## src/rtl/data_mem_arbiter.sv

```systemverilog
// Round-robin arbiter and byte sequencer for the data-segment memory port.
// Two requesters share one byte-wide port; 16-bit accesses become two little-endian byte cycles.
//
//   state | meaning
//   IDLE  | waiting for a request; arbitration and range check happen here
//   BYTE0 | low byte (addr) on the memory port
//   BYTE1 | high byte (addr+1) on the memory port, word accesses only
//   DONE  | one-cycle completion pulse with rdata/err to the granted requester
module data_mem_arbiter #(
    parameter int WIDTH   = 16,
    parameter int RAMSIZE = 16,
    parameter int NBANKS  = 3
) (
    input  logic             clk,
    input  logic             reset,
    input  logic             r0_req,
    input  logic             r0_we,
    input  logic             r0_word,
    input  logic [WIDTH-1:0] r0_addr,
    input  logic [WIDTH-1:0] r0_wdata,
    output logic             r0_done,
    input  logic             r1_req,
    input  logic             r1_we,
    input  logic             r1_word,
    input  logic [WIDTH-1:0] r1_addr,
    input  logic [WIDTH-1:0] r1_wdata,
    output logic             r1_done,
    output logic [WIDTH-1:0] rdata,
    output logic             err,
    output logic             busy,
    output logic             mem_we,
    output logic [WIDTH-1:0] mem_a,
    output logic [WIDTH-1:0] mem_wd,
    input  logic [WIDTH-1:0] mem_rd
);

    // One extra bit so an address near the top of the space cannot wrap past the limit.
    localparam logic [WIDTH:0] LIM = (WIDTH+1)'(RAMSIZE * NBANKS);

    typedef enum logic [1:0] {IDLE, BYTE0, BYTE1, DONE} state_t;

    state_t           state;
    logic             rr_last;
    logic             id_q;
    logic             we_q;
    logic             word_q;
    logic [WIDTH-1:0] addr_q;
    logic [WIDTH-1:0] wdata_q;
    logic [7:0]       rd_lo;

    logic             gnt_valid;
    logic             gnt_id;
    logic             sel_we;
    logic             sel_word;
    logic [WIDTH-1:0] sel_addr;
    logic [WIDTH-1:0] sel_wdata;
    logic             oor;

    logic unused_rd_hi;
    assign unused_rd_hi = ^mem_rd[WIDTH-1:8];

    always_comb begin
        gnt_valid = r0_req | r1_req;
        if (r0_req && r1_req)
            gnt_id = ~rr_last;
        else
            gnt_id = r1_req;
        sel_we    = gnt_id ? r1_we    : r0_we;
        sel_word  = gnt_id ? r1_word  : r0_word;
        sel_addr  = gnt_id ? r1_addr  : r0_addr;
        sel_wdata = gnt_id ? r1_wdata : r0_wdata;
        oor = ({1'b0, sel_addr} >= LIM) ||
              (sel_word && ({1'b0, sel_addr} >= (LIM - 1'b1)));
    end

    always_ff @(posedge clk) begin
        if (reset) begin
            state   <= IDLE;
            rr_last <= 1'b1;
            id_q    <= 1'b0;
            we_q    <= 1'b0;
            word_q  <= 1'b0;
            addr_q  <= '0;
            wdata_q <= '0;
            rd_lo   <= '0;
            r0_done <= 1'b0;
            r1_done <= 1'b0;
            rdata   <= '0;
            err     <= 1'b0;
            busy    <= 1'b0;
            mem_we  <= 1'b0;
            mem_a   <= '0;
            mem_wd  <= '0;
        end else begin
            case (state)
                IDLE: begin
                    if (gnt_valid) begin
                        id_q    <= gnt_id;
                        we_q    <= sel_we;
                        word_q  <= sel_word;
                        addr_q  <= sel_addr;
                        wdata_q <= sel_wdata;
                        rr_last <= gnt_id;
                        busy    <= 1'b1;
                        if (oor) begin
                            state   <= DONE;
                            err     <= 1'b1;
                            rdata   <= '0;
                            r0_done <= ~gnt_id;
                            r1_done <= gnt_id;
                        end else begin
                            state  <= BYTE0;
                            mem_a  <= sel_addr;
                            mem_we <= sel_we;
                            mem_wd <= WIDTH'(sel_wdata[7:0]);
                        end
                    end
                end
                BYTE0: begin
                    rd_lo <= mem_rd[7:0];
                    if (word_q) begin
                        state  <= BYTE1;
                        mem_a  <= addr_q + WIDTH'(1);
                        mem_wd <= WIDTH'(wdata_q[15:8]);
                    end else begin
                        state   <= DONE;
                        mem_we  <= 1'b0;
                        mem_a   <= '0;
                        mem_wd  <= '0;
                        rdata   <= we_q ? '0 : WIDTH'(mem_rd[7:0]);
                        r0_done <= ~id_q;
                        r1_done <= id_q;
                    end
                end
                BYTE1: begin
                    state   <= DONE;
                    mem_we  <= 1'b0;
                    mem_a   <= '0;
                    mem_wd  <= '0;
                    rdata   <= we_q ? '0 : WIDTH'({mem_rd[7:0], rd_lo});
                    r0_done <= ~id_q;
                    r1_done <= id_q;
                end
                DONE: begin
                    state   <= IDLE;
                    r0_done <= 1'b0;
                    r1_done <= 1'b0;
                    rdata   <= '0;
                    err     <= 1'b0;
                    busy    <= 1'b0;
                end
                default: state <= IDLE;
            endcase
        end
    end

endmodule

```

## config.mk

```make
export PLATFORM = sky130hd
export DESIGN_NAME = data_mem_arbiter
export DESIGN_NICKNAME = d
export VERILOG_FILES = /design/src/rtl/data_mem_arbiter.sv
export SDC_FILE = /design/constraint.sdc
export NUM_CORES = 1
export LEC_CHECK = 0
export BUFFER_PORTS_ARGS = -buffer_cell sky130_fd_sc_hd__buf_2
export CAP_MARGIN = 20
export CORE_ASPECT_RATIO = 0.9
export CORE_MARGIN = 4
export CORE_UTILIZATION = 56
export CTS_BUF_LIST = sky130_fd_sc_hd__clkbuf_4
export DETAILED_ROUTE_END_ITERATION = 16
export HOLD_SLACK_MARGIN = 0.15
export PLACE_DENSITY = 0.88
export SYNTH_ARGS = -nofsm -noshare
export SYNTH_HDL_FRONTEND = slang
export SYNTH_SLANG_ARGS = --single-unit
```

## constraint.sdc

```tcl
create_clock -name clk -period 3.4 [get_ports clk]
set_input_delay 0.17 -clock clk [delete_from_list [all_inputs] [get_ports clk]]
set_output_delay 0.17 -clock clk [all_outputs]
set_load 0.05 [all_outputs]
```

* Yosys cells after proc, flatten, opt, wreduce, memory -nomap -nowiden
Index checks and enable logic that the tools add are counted.
** Cells by class
- $add $sub $neg :: 1
- Reductions and logical operators :: 12
- Bitwise logic cells :: 4
- Divide/modulo/power cells :: 0
- Order comparisons :: 2
- Shifts and indexed selects :: 0
- $mul :: 0
- Muxes and demuxes :: 40
- Equal/unequal tests :: 7
** Operator list (number)
- $mux 16 :: 11
- $pmux 16 s3 :: 2
- $pmux 16 s4 :: 1
- $ge 16x6->1 const B :: 2
- $add 16x1->16 const B :: 1
- $mux 1 :: 16
- $mux 8 :: 2
- $reduce_and 3->1 :: 3
- $ne 2x2->1 const B :: 4
- $pmux 1 s4 :: 2
- $pmux 2 s4 :: 1
- $eq 2x2->1 const B :: 2
- $mux 2 :: 2
- $pmux 1 s2 :: 2
- $reduce_and 2->1 :: 2
- $reduce_and 4->1 :: 1
- $not 1->1 :: 3
- $pmux 1 s3 :: 1
- $reduce_bool 3->1 :: 1
- $eq 2x1->1 const B :: 1
- $logic_and 1x1->1 :: 2
- $logic_not 2->1 :: 1
- $reduce_bool 2->1 :: 1
- $logic_or 1x1->1 :: 1
- $or 1x1->1 :: 1
** Storage, ports and cells
- Memory bits (read-only) :: 0
- Bits in latches :: 0
- Register bits :: 99
- Logic and storage cells :: 82
- RAM bits :: 0
- Memories kept :: 0

* Depth between registers and ports, before layout
Gate-level depths: netlist (run 1).
- Depth after elaboration :: 9
- Depth in mapped cells :: 9
- Mapped depth without buffers :: 7

* Least setup slack after synthesis (run 1)
Ideal clock, no wire load.
- Path kind :: register to register
- Start :: register rr_last
- End :: register r1_done
- Cell stages (with the launch flop) :: 9
- Setup slack :: 1.301 ns
- Arrival time :: 2.011 ns
- Data required time :: 3.312 ns
- Clock period less this slack :: 2.099 ns
- Library setup time :: 0.088 ns
- Cell sequence :: dfxtp_1 a21bo_1 buf_6 or3_4 o31a_1 a31oi_4 buf_6 nor2_1 a311oi_2
** Between the ends
- Word-level cells in the longest chain between the ends :: 8
- Elaborated cells on any way between the ends :: 13
** Ends and longest elaborated chain
- start, declared :: line 43 : logic rr_last;
- start signal, assigned :: line 103 : rr_last <= gnt_id;
- $not 1->1 * :: line 65 : gnt_id = ~rr_last;
- $mux 1 * :: line 64 : if (r0_req && r1_req)
- $mux 16 :: line 70 : sel_addr = gnt_id ? r1_addr : r0_addr;
- $ge 16x6->1 :: line 73 : (sel_word && ({1'b0, sel_addr} >= (LIM - 1'b1)));
- $logic_and 1x1->1 :: line 73
- $logic_or 1x1->1 :: line 72 : oor = ({1'b0, sel_addr} >= LIM) ||
- $ne 2x2->1 (no source line)
- $reduce_and 3->1 (no source line)
- end signal, assigned :: line 110 : r1_done <= gnt_id;
- end signal, assigned :: line 132 : r1_done <= id_q;
- end signal, assigned :: line 142 : r1_done <= id_q;
- end, declared :: line 27 : output logic r1_done,
Every way passes the cells marked *; elsewhere a longest branch is shown, timed or not. The select of a mux whose other input is x is not followed.
A chain may end at the register's enable or synchronous reset.

* Worst setup path after layout (run 1)
- Start :: register state[0]
- End :: register addr_q[14]
** Between the ends
- Word-level cells in the longest chain between the ends :: 2
** Ends and longest elaborated chain
- start, declared :: line 42 : state_t state;
- start signal, assigned :: line 78 : state <= IDLE;
- start signal, assigned :: line 106 : state <= DONE;
- start signal, assigned :: line 112 : state <= BYTE0;
- $logic_not 2->1 :: line 95 : case (state)
- $reduce_and 2->1 (no source line)
- end signal, assigned :: line 101 : addr_q <= sel_addr;
- end, declared :: line 47 : logic [WIDTH-1:0] addr_q;
Every way passes these cells.

==> key figures, run 1 <==
Run status
  • Run status: complete, no violations

Floorplanning
  • # rows: 29
  • Initial core utilization: 0.584
  • # IOs: 141
  • Core area: 7150 um^2
  • Die Y: 89.9 um
  • Die area: 8900 um^2
  • Die X: 99.0 um

Yosys
  • Top cells by area, synth: dfxtp_1, nor2_1, nand2_1
  • Cells after Synth: 512
  • Synthesized area: 4180 um^2
  • Netlist cell types: 48
  • Number of synthesized flops with an enable pin: 0
  • Main synth FF type: dfxtp_1
  • Leading area contributor after synthesis: dfxtp_1
  • Synth async-reset ratio: 0
  • Synth warn: 0
  • Post-synth top cells: dfxtp_1, nor2_1, nand2_1
  • Top-area cell type share of the netlist area: 0.398
  • Synthesized area per cell: 8.15 um^2
  • Most frequent cell after synthesis: dfxtp_1
  • Sequential area share after synthesis: 0.398
  • Synth Register Bits: 83

Placed design
  • Final Wtd Congestion: 0.885
  • DP Worst Slack: 0.710 ns
  • Number of port buffers: 124
  • Post-DP HPWL: 8.28 mm

CTS
  • Max Root-Sink Buffers: 2
  • Worst-path clk slew: 0.14 ns
  • CTS root buffer: clkbuf_4
  • CTS tree: done
  • CTS buffer count: 9
  • Clk sink count: 83
  • CTS resizes: 0
  • H-tree levels: 3
  • Clock Latency Late Sink: 0.41 ns

Setup path
  • CP bufs+invs: 4
  • Largest delay share family, worst path: buffers and inverters
  • Crit path launch type: register
  • CP peak stage delay: 0.60 ns
  • Critical path fanouts, max: 50
  • Slowest stage cell on the critical path: dlygate4sd3_1
  • Most frequent cell on the critical path: inv_1
  • Data required, critical path: 3.77 ns
  • Flop-to-flop setup slack: 0.54 ns
  • Critical path arrival: 3.23 ns
  • Critical path class: register to register
  • CP Cell Sequence: inv_1 > ha_1 > inv_1 > nor2_4 > buf_4 > nor2_1 > a311oi_1 > dlygate4sd3_1
  • Crit path capture type: register

Route
  • Routed wire length per instance: 16.4 um
  • DR vias: 4372
  • DRC viols: 0
  • DRT iter0 DRCs: 315
  • Routed Antenna Nets: 0
  • Pre-antenna DRT Iters: 5
  • Routed vias/inst: 5.81
  • Total Routed Length: 12.4 mm

STA
  • Max frequency: 350 MHz
  • RSZ-0062 raised after global routing: no
  • Slew at the pin with the worst max-slew slack: 0.984 ns
  • Min setup slack post-route: 0.539 ns
  • Setup TNS: 0 ns
  • Rel. slew slack: 0.344
  • Fin. max-slew vios: 0
  • Min Tclk post-route: 2.86 ns
  • Final period util: 0.842
  • Final setup fails: 0
  • Hold Vio Cnt, Final: 0
  • Clk_skew: 0.0187 ns

Global route
  • Largest net degree at the start of global routing: 84
  • Initial antenna violation count: 0
  • Vias in the first global route: 4261
  • Total GRT Usage: 0.270
  • First-pass GRT wire length: 20.0 mm
  • Congestion Overflow GR: 0

Power and ir drop
  • Total power: 4170 uW
  • Leak: 0.00231 uW
  • Sequential share of power: 0.346
  • Clk pwr share: 0.135
  • P_sw: 1960 uW
  • Maximum VDD drop: 0.482 mV
  • Comb pwr share: 0.519
  • Pint: 2210 uW
  • PwrDens: 785 nW/um^2
  • Switching Share: 0.471

Cells and area
  • Layout cells sized above 1: 0.248
  • Final antenna diode count: 0
  • FF+latch area: 1660 um^2
  • Area of the multi-input gates: 2300 um^2
  • FILL cells: 524
  • Layout Nets: 750
  • Synthesis-to-layout area growth: 27.1%
  • Final core utilization: 0.743

Job
  • Max cap viols: 0

Worst hold path
  • Worst hold path type: input port to register
## registers in the layout (all words and copies together) (netlist names), 2 cells and up
register  count
rd_lo         8
state         2
wdata_q       8
addr_q       16
mem_a        16
mem_wd        8
rdata        16
## worst paths after layout
check,to,cells after the start,start
worst max register to register,addr_q[14],8,state[0]
worst max-delay path,addr_q[14],8,state[0]
worst min-delay path,addr_q[6],3,r1_addr[6]
worst min register to register,mem_a[14],2,mem_a[14]
## worst min-delay path, delay by kind of cell
family                 cells  cell delay, ns
muxes                      1            0.17
buffers and inverters      1            0.11
AOI/OAI and AO/OA          1            0.10
## power by group through the flow
stage               sequential, uW  clock (uW)  combinational (uW)
floorplan                     1770           0                1220
global placement              1440           0                1940
detailed placement            1460           0                2000
CTS                           1430         564                2130
global route                  1470         608                2350
finish                        1440         563                2160
## kinds of logic after synthesis
family,after synthesis,share of synthesized area
adder cells (fa/ha/maj),6,0.0180
other,1,0.000898
AO/OA/AOI/OAI,111,0.197
XOR/XNOR,14,0.0294
multiplexers,19,0.0455
AND/OR/NAND/NOR,227,0.251
buffers and inverters,51,0.0593
flip-flops,83,0.398
## layout by cell type (no fill, tap or decap), drive strengths merged, types with 3 or more instances in the layout
cell | Yosys | layout
o31ai | 10 | 10
xnor2 | 3 | 3
o21ai | 12 | 12
nand3 | 21 | 21
nand2 | 62 | 62
buf | 18 | 131
o22ai | 9 | 9
a211oi | 23 | 23
nor2 | 80 | 80
nor2b | 3 | 3
inv | 6 | 6
a31oi | 3 | 3
dlygate4sd3 | 0 | 40
ha | 6 | 6
a311oi | 17 | 17
and4 | 3 | 3
clkbuf | 27 | 10
nor4 | 4 | 4
mux2i | 19 | 19
nand2b | 8 | 8
or3b | 9 | 9
conb | 1 | 8
nand4 | 6 | 6
dfxtp | 83 | 83
a22oi | 9 | 9
a21oi | 18 | 18
nor3 | 23 | 23
xor2 | 11 | 11
## through the flow
| step | area (um^2) | hold WS [ns] | cells |
|---|---|---|---|
| 2_1_floorplan | 4200 | 0.300 | 519 |
| 3_3_place_gp | 4780 | 0.423 | 698 |
| 3_5_place_dp | 4780 | 0.442 | 698 |
| 4_1_cts | 5310 | 0.153 | 753 |
| 5_1_grt | 5310 | 0.151 | 753 |
| 6_report | 5310 | 0.166 | 753 |
## area by class of cell
class	count	area share
multi-input cells	385	0.434
flip-flops and latches	83	0.313
repair buffers	171	0.202
well taps	93	0.0219
clock buffers	10	0.0141
clock inverters	5	0.0104
inverters	6	0.00424
## metal layers
metal / up-vias / global-route usage / share of wire / routed length [um]
met4: 0 / 0.0922 / 0.014 / 176
met1: 2038 / 0.357 / 0.42 / 5180
met2: 227 / 0.444 / 0.49 / 6000
li1: 2092 / - / - / -
met3: 15 / 0.0441 / 0.082 / 1010
met5: - / 0 / 0 / 0
## timing repair
item / CTS / global route
endpoints found under the hold margin: 35 / 0
buffers inserted: 0 / 0
hold buffers: 40 / 0
Note: power is estimated with default switching activity, not from simulation.
==> run 2: changes to the inputs <==
--- a/config.mk
+++ b/config.mk
@@ -9,11 +9,11 @@
 export CAP_MARGIN = 20
 export CORE_ASPECT_RATIO = 0.9
 export CORE_MARGIN = 4
-export CORE_UTILIZATION = 56
+export CORE_UTILIZATION = 52
 export CTS_BUF_LIST = sky130_fd_sc_hd__clkbuf_4
 export DETAILED_ROUTE_END_ITERATION = 16
 export HOLD_SLACK_MARGIN = 0.15
-export PLACE_DENSITY = 0.88
+export PLACE_DENSITY = 0.82
 export SYNTH_ARGS = -nofsm -noshare
 export SYNTH_HDL_FRONTEND = slang
 export SYNTH_SLANG_ARGS = --single-unit
==> constraint.sdc (replaced) <==
create_clock -name clk -period 2.8 [get_ports clk]
set_input_delay 0.14 -clock clk [delete_from_list [all_inputs] [get_ports clk]]
set_output_delay 0.14 -clock clk [all_outputs]
set_load 0.05 [all_outputs]
==> key figures, run 2 (same netlist as run 1, synthesis figures left out) <==
Route
  • Total Routed Length: 12.4 mm
  • Routed Antenna Nets: 0
  • DR vias: 4436
  • Pre-antenna DRT Iters: 5
  • Routed wire length per instance: 15.9 um
  • DRC viols: 0
  • DRT iter0 DRCs: 367
  • Routed vias/inst: 5.70

Placed design
  • Placed cell area: 4800 um^2
  • Number of port buffers: 124
  • DP Worst Slack: 0.129 ns
  • Final Wtd Congestion: 0.893
  • Post-DP HPWL: 8.06 mm

Worst hold path
  • Worst hold path type: input port to register

CTS
  • Max Root-Sink Buffers: 2
  • Worst-path clk slew: 0.13 ns
  • Clock Latency Late Sink: 0.43 ns
  • # Post-CTS Setup Buffers: 0
  • CTS tree: done
  • Clk sink count: 83
  • H-tree levels: 3
  • CTS buffer count: 9
  • CTS root buffer: clkbuf_4

Run status
  • Run status: complete, no violations

Cells and area
  • Post-layout instance area: 5500 um^2
  • Largest regs: addr_q x16, mem_a x16, rdata x16
  • Layout Nets: 771
  • Most common cell after layout, fill and taps aside: buf_2
  • Final core utilization: 0.714
  • Final antenna diode count: 0
  • Most frequent cells in the layout: buf_2, dfxtp_1, nor2_1, nand2_1, dlygate4sd3_1
  • Synthesis-to-layout area growth: 31.6%
  • Layout cells sized above 1: 0.243

Setup path
  • Largest delay share family, worst path: buffers and inverters
  • Critical path arrival: 2.99 ns
  • Slowest stage cell on the critical path: dlygate4sd3_1
  • Critical path class: input port to register
  • Data required, critical path: 3.16 ns
  • Critical path fanouts, max: 32
  • CP bufs+invs: 4
  • Crit path launch type: input port
  • Crit path capture type: register
  • CP Cell Sequence: dlygate4sd3_1 > buf_2 > a21bo_1 > buf_4 > nand4_1 > o31a_1 > a31oi_4 > buf_4 > nand3_1 > o21ai_0
  • CP peak stage delay: 0.54 ns
  • Most frequent cell on the critical path: buf_4

Global route
  • Largest net degree at the start of global routing: 84
  • First-pass GRT wire length: 19.9 mm
  • Initial antenna violation count: 0
  • Vias in the first global route: 4221
  • Congestion Overflow GR: 0
  • Total GRT Usage: 0.259

Floorplanning
  • # IOs: 141
  • # rows: 30
  • Die area: 9530 um^2
  • Core area: 7690 um^2
  • Die X: 102 um
  • Die Y: 93.0 um
  • Initial core utilization: 0.543

Power and ir drop
  • PwrDens: 911 nW/um^2
  • Maximum VDD drop: 0.721 mV
  • Leak: 0.00239 uW

STA
  • Final period util: 0.940
  • RSZ-0062 raised after global routing: no
  • Slew at the pin with the worst max-slew slack: 0.830 ns
  • Min Tclk post-route: 2.63 ns
  • Setup TNS: 0 ns
  • Hold Vio Cnt, Final: 0
  • Min setup slack post-route: 0.169 ns
  • Final setup fails: 0
  • Max frequency: 380 MHz
  • Min Hold Slack: 0.174 ns
  • Rel. slew slack: 0.447
  • Fin. max-slew vios: 0
  • Clk_skew: 0.0194 ns

Job
  • Max cap viols: 0
[run 2: changes by cell type in the layout (fill, tap and decap cells not counted), sizes merged]
cell | previous run | this run
buf | 131 | 133
bufinv | 1 | 0
clkinv | 2 | 4
dlygate4sd3 | 40 | 59
[run 2: repair_timing]
item / 4_1_cts / 5_1_grt
endpoints found under the setup margin: 0 / 23
endpoints found under the hold margin: 51 / 0
hold buffers: 59 / 0
resized for setup: 0 / 1
[run 2: metal layers]
layer  global-route usage  up-vias  part of all wire
li1                     -     2139                 -
met3               0.0358       23             0.074
met5                    0        -                 0
met2                0.415      215              0.47
met1                0.356     2059              0.44
met4               0.0918        0             0.017
[run 2: cell type report]
| type | count | area [um^2] |
|---|---|---|
| clock inverter | 6 | 32.5 |
| timing repair buffer | 192 | 1280 |
| multi-input combinational | 385 | 2300 |
| tap | 96 | 120 |
| fill | 593 | 2200 |
| sequential | 83 | 1660 |
| inverter | 6 | 22.5 |
| clock buffer | 10 | 75.1 |
[run 2: per-stage QoR]
| step | power [uW] | instances |
|---|---|---|
| after global placement | 4130 | 703 |
| after CTS | 4970 | 778 |
| final | 5000 | 778 |
| after floorplan | 3640 | 519 |
| after detailed placement | 4200 | 703 |
| after global routing | 5370 | 778 |
[run 2: worst paths after layout]
path | start | endpoint | slack [ns] | cells past startpoint
worst max-delay path | r1_req | rdata[13] | 0.17 | 10
worst min-delay path | r1_wdata[2] | mem_wd[2] | 0.17 | 5
worst max register to register | state[0] | wdata_q[10] | 0.17 | 8
worst min register to register | mem_a[15] | mem_a[15] | 0.46 | 2
[run 2: worst reg2reg max path, delay by kind of cell (launching register included)]
| kind | cells | cell delay (ns) |
|---|---|---|
| simple gates | 2 | 0.28 |
| compound gates | 1 | 0.30 |
| flops | 1 | 0.35 |
| buf+inv | 4 | 1.34 |
| fa+ha+maj | 1 | 0.32 |
[run 2: where the power goes]
group	total (uW)	switching, uW	internal, uW
Clock	590	407	184
Sequential	1750	245	1510
Combinational	2660	1720	941
Total	5000	2370	2630
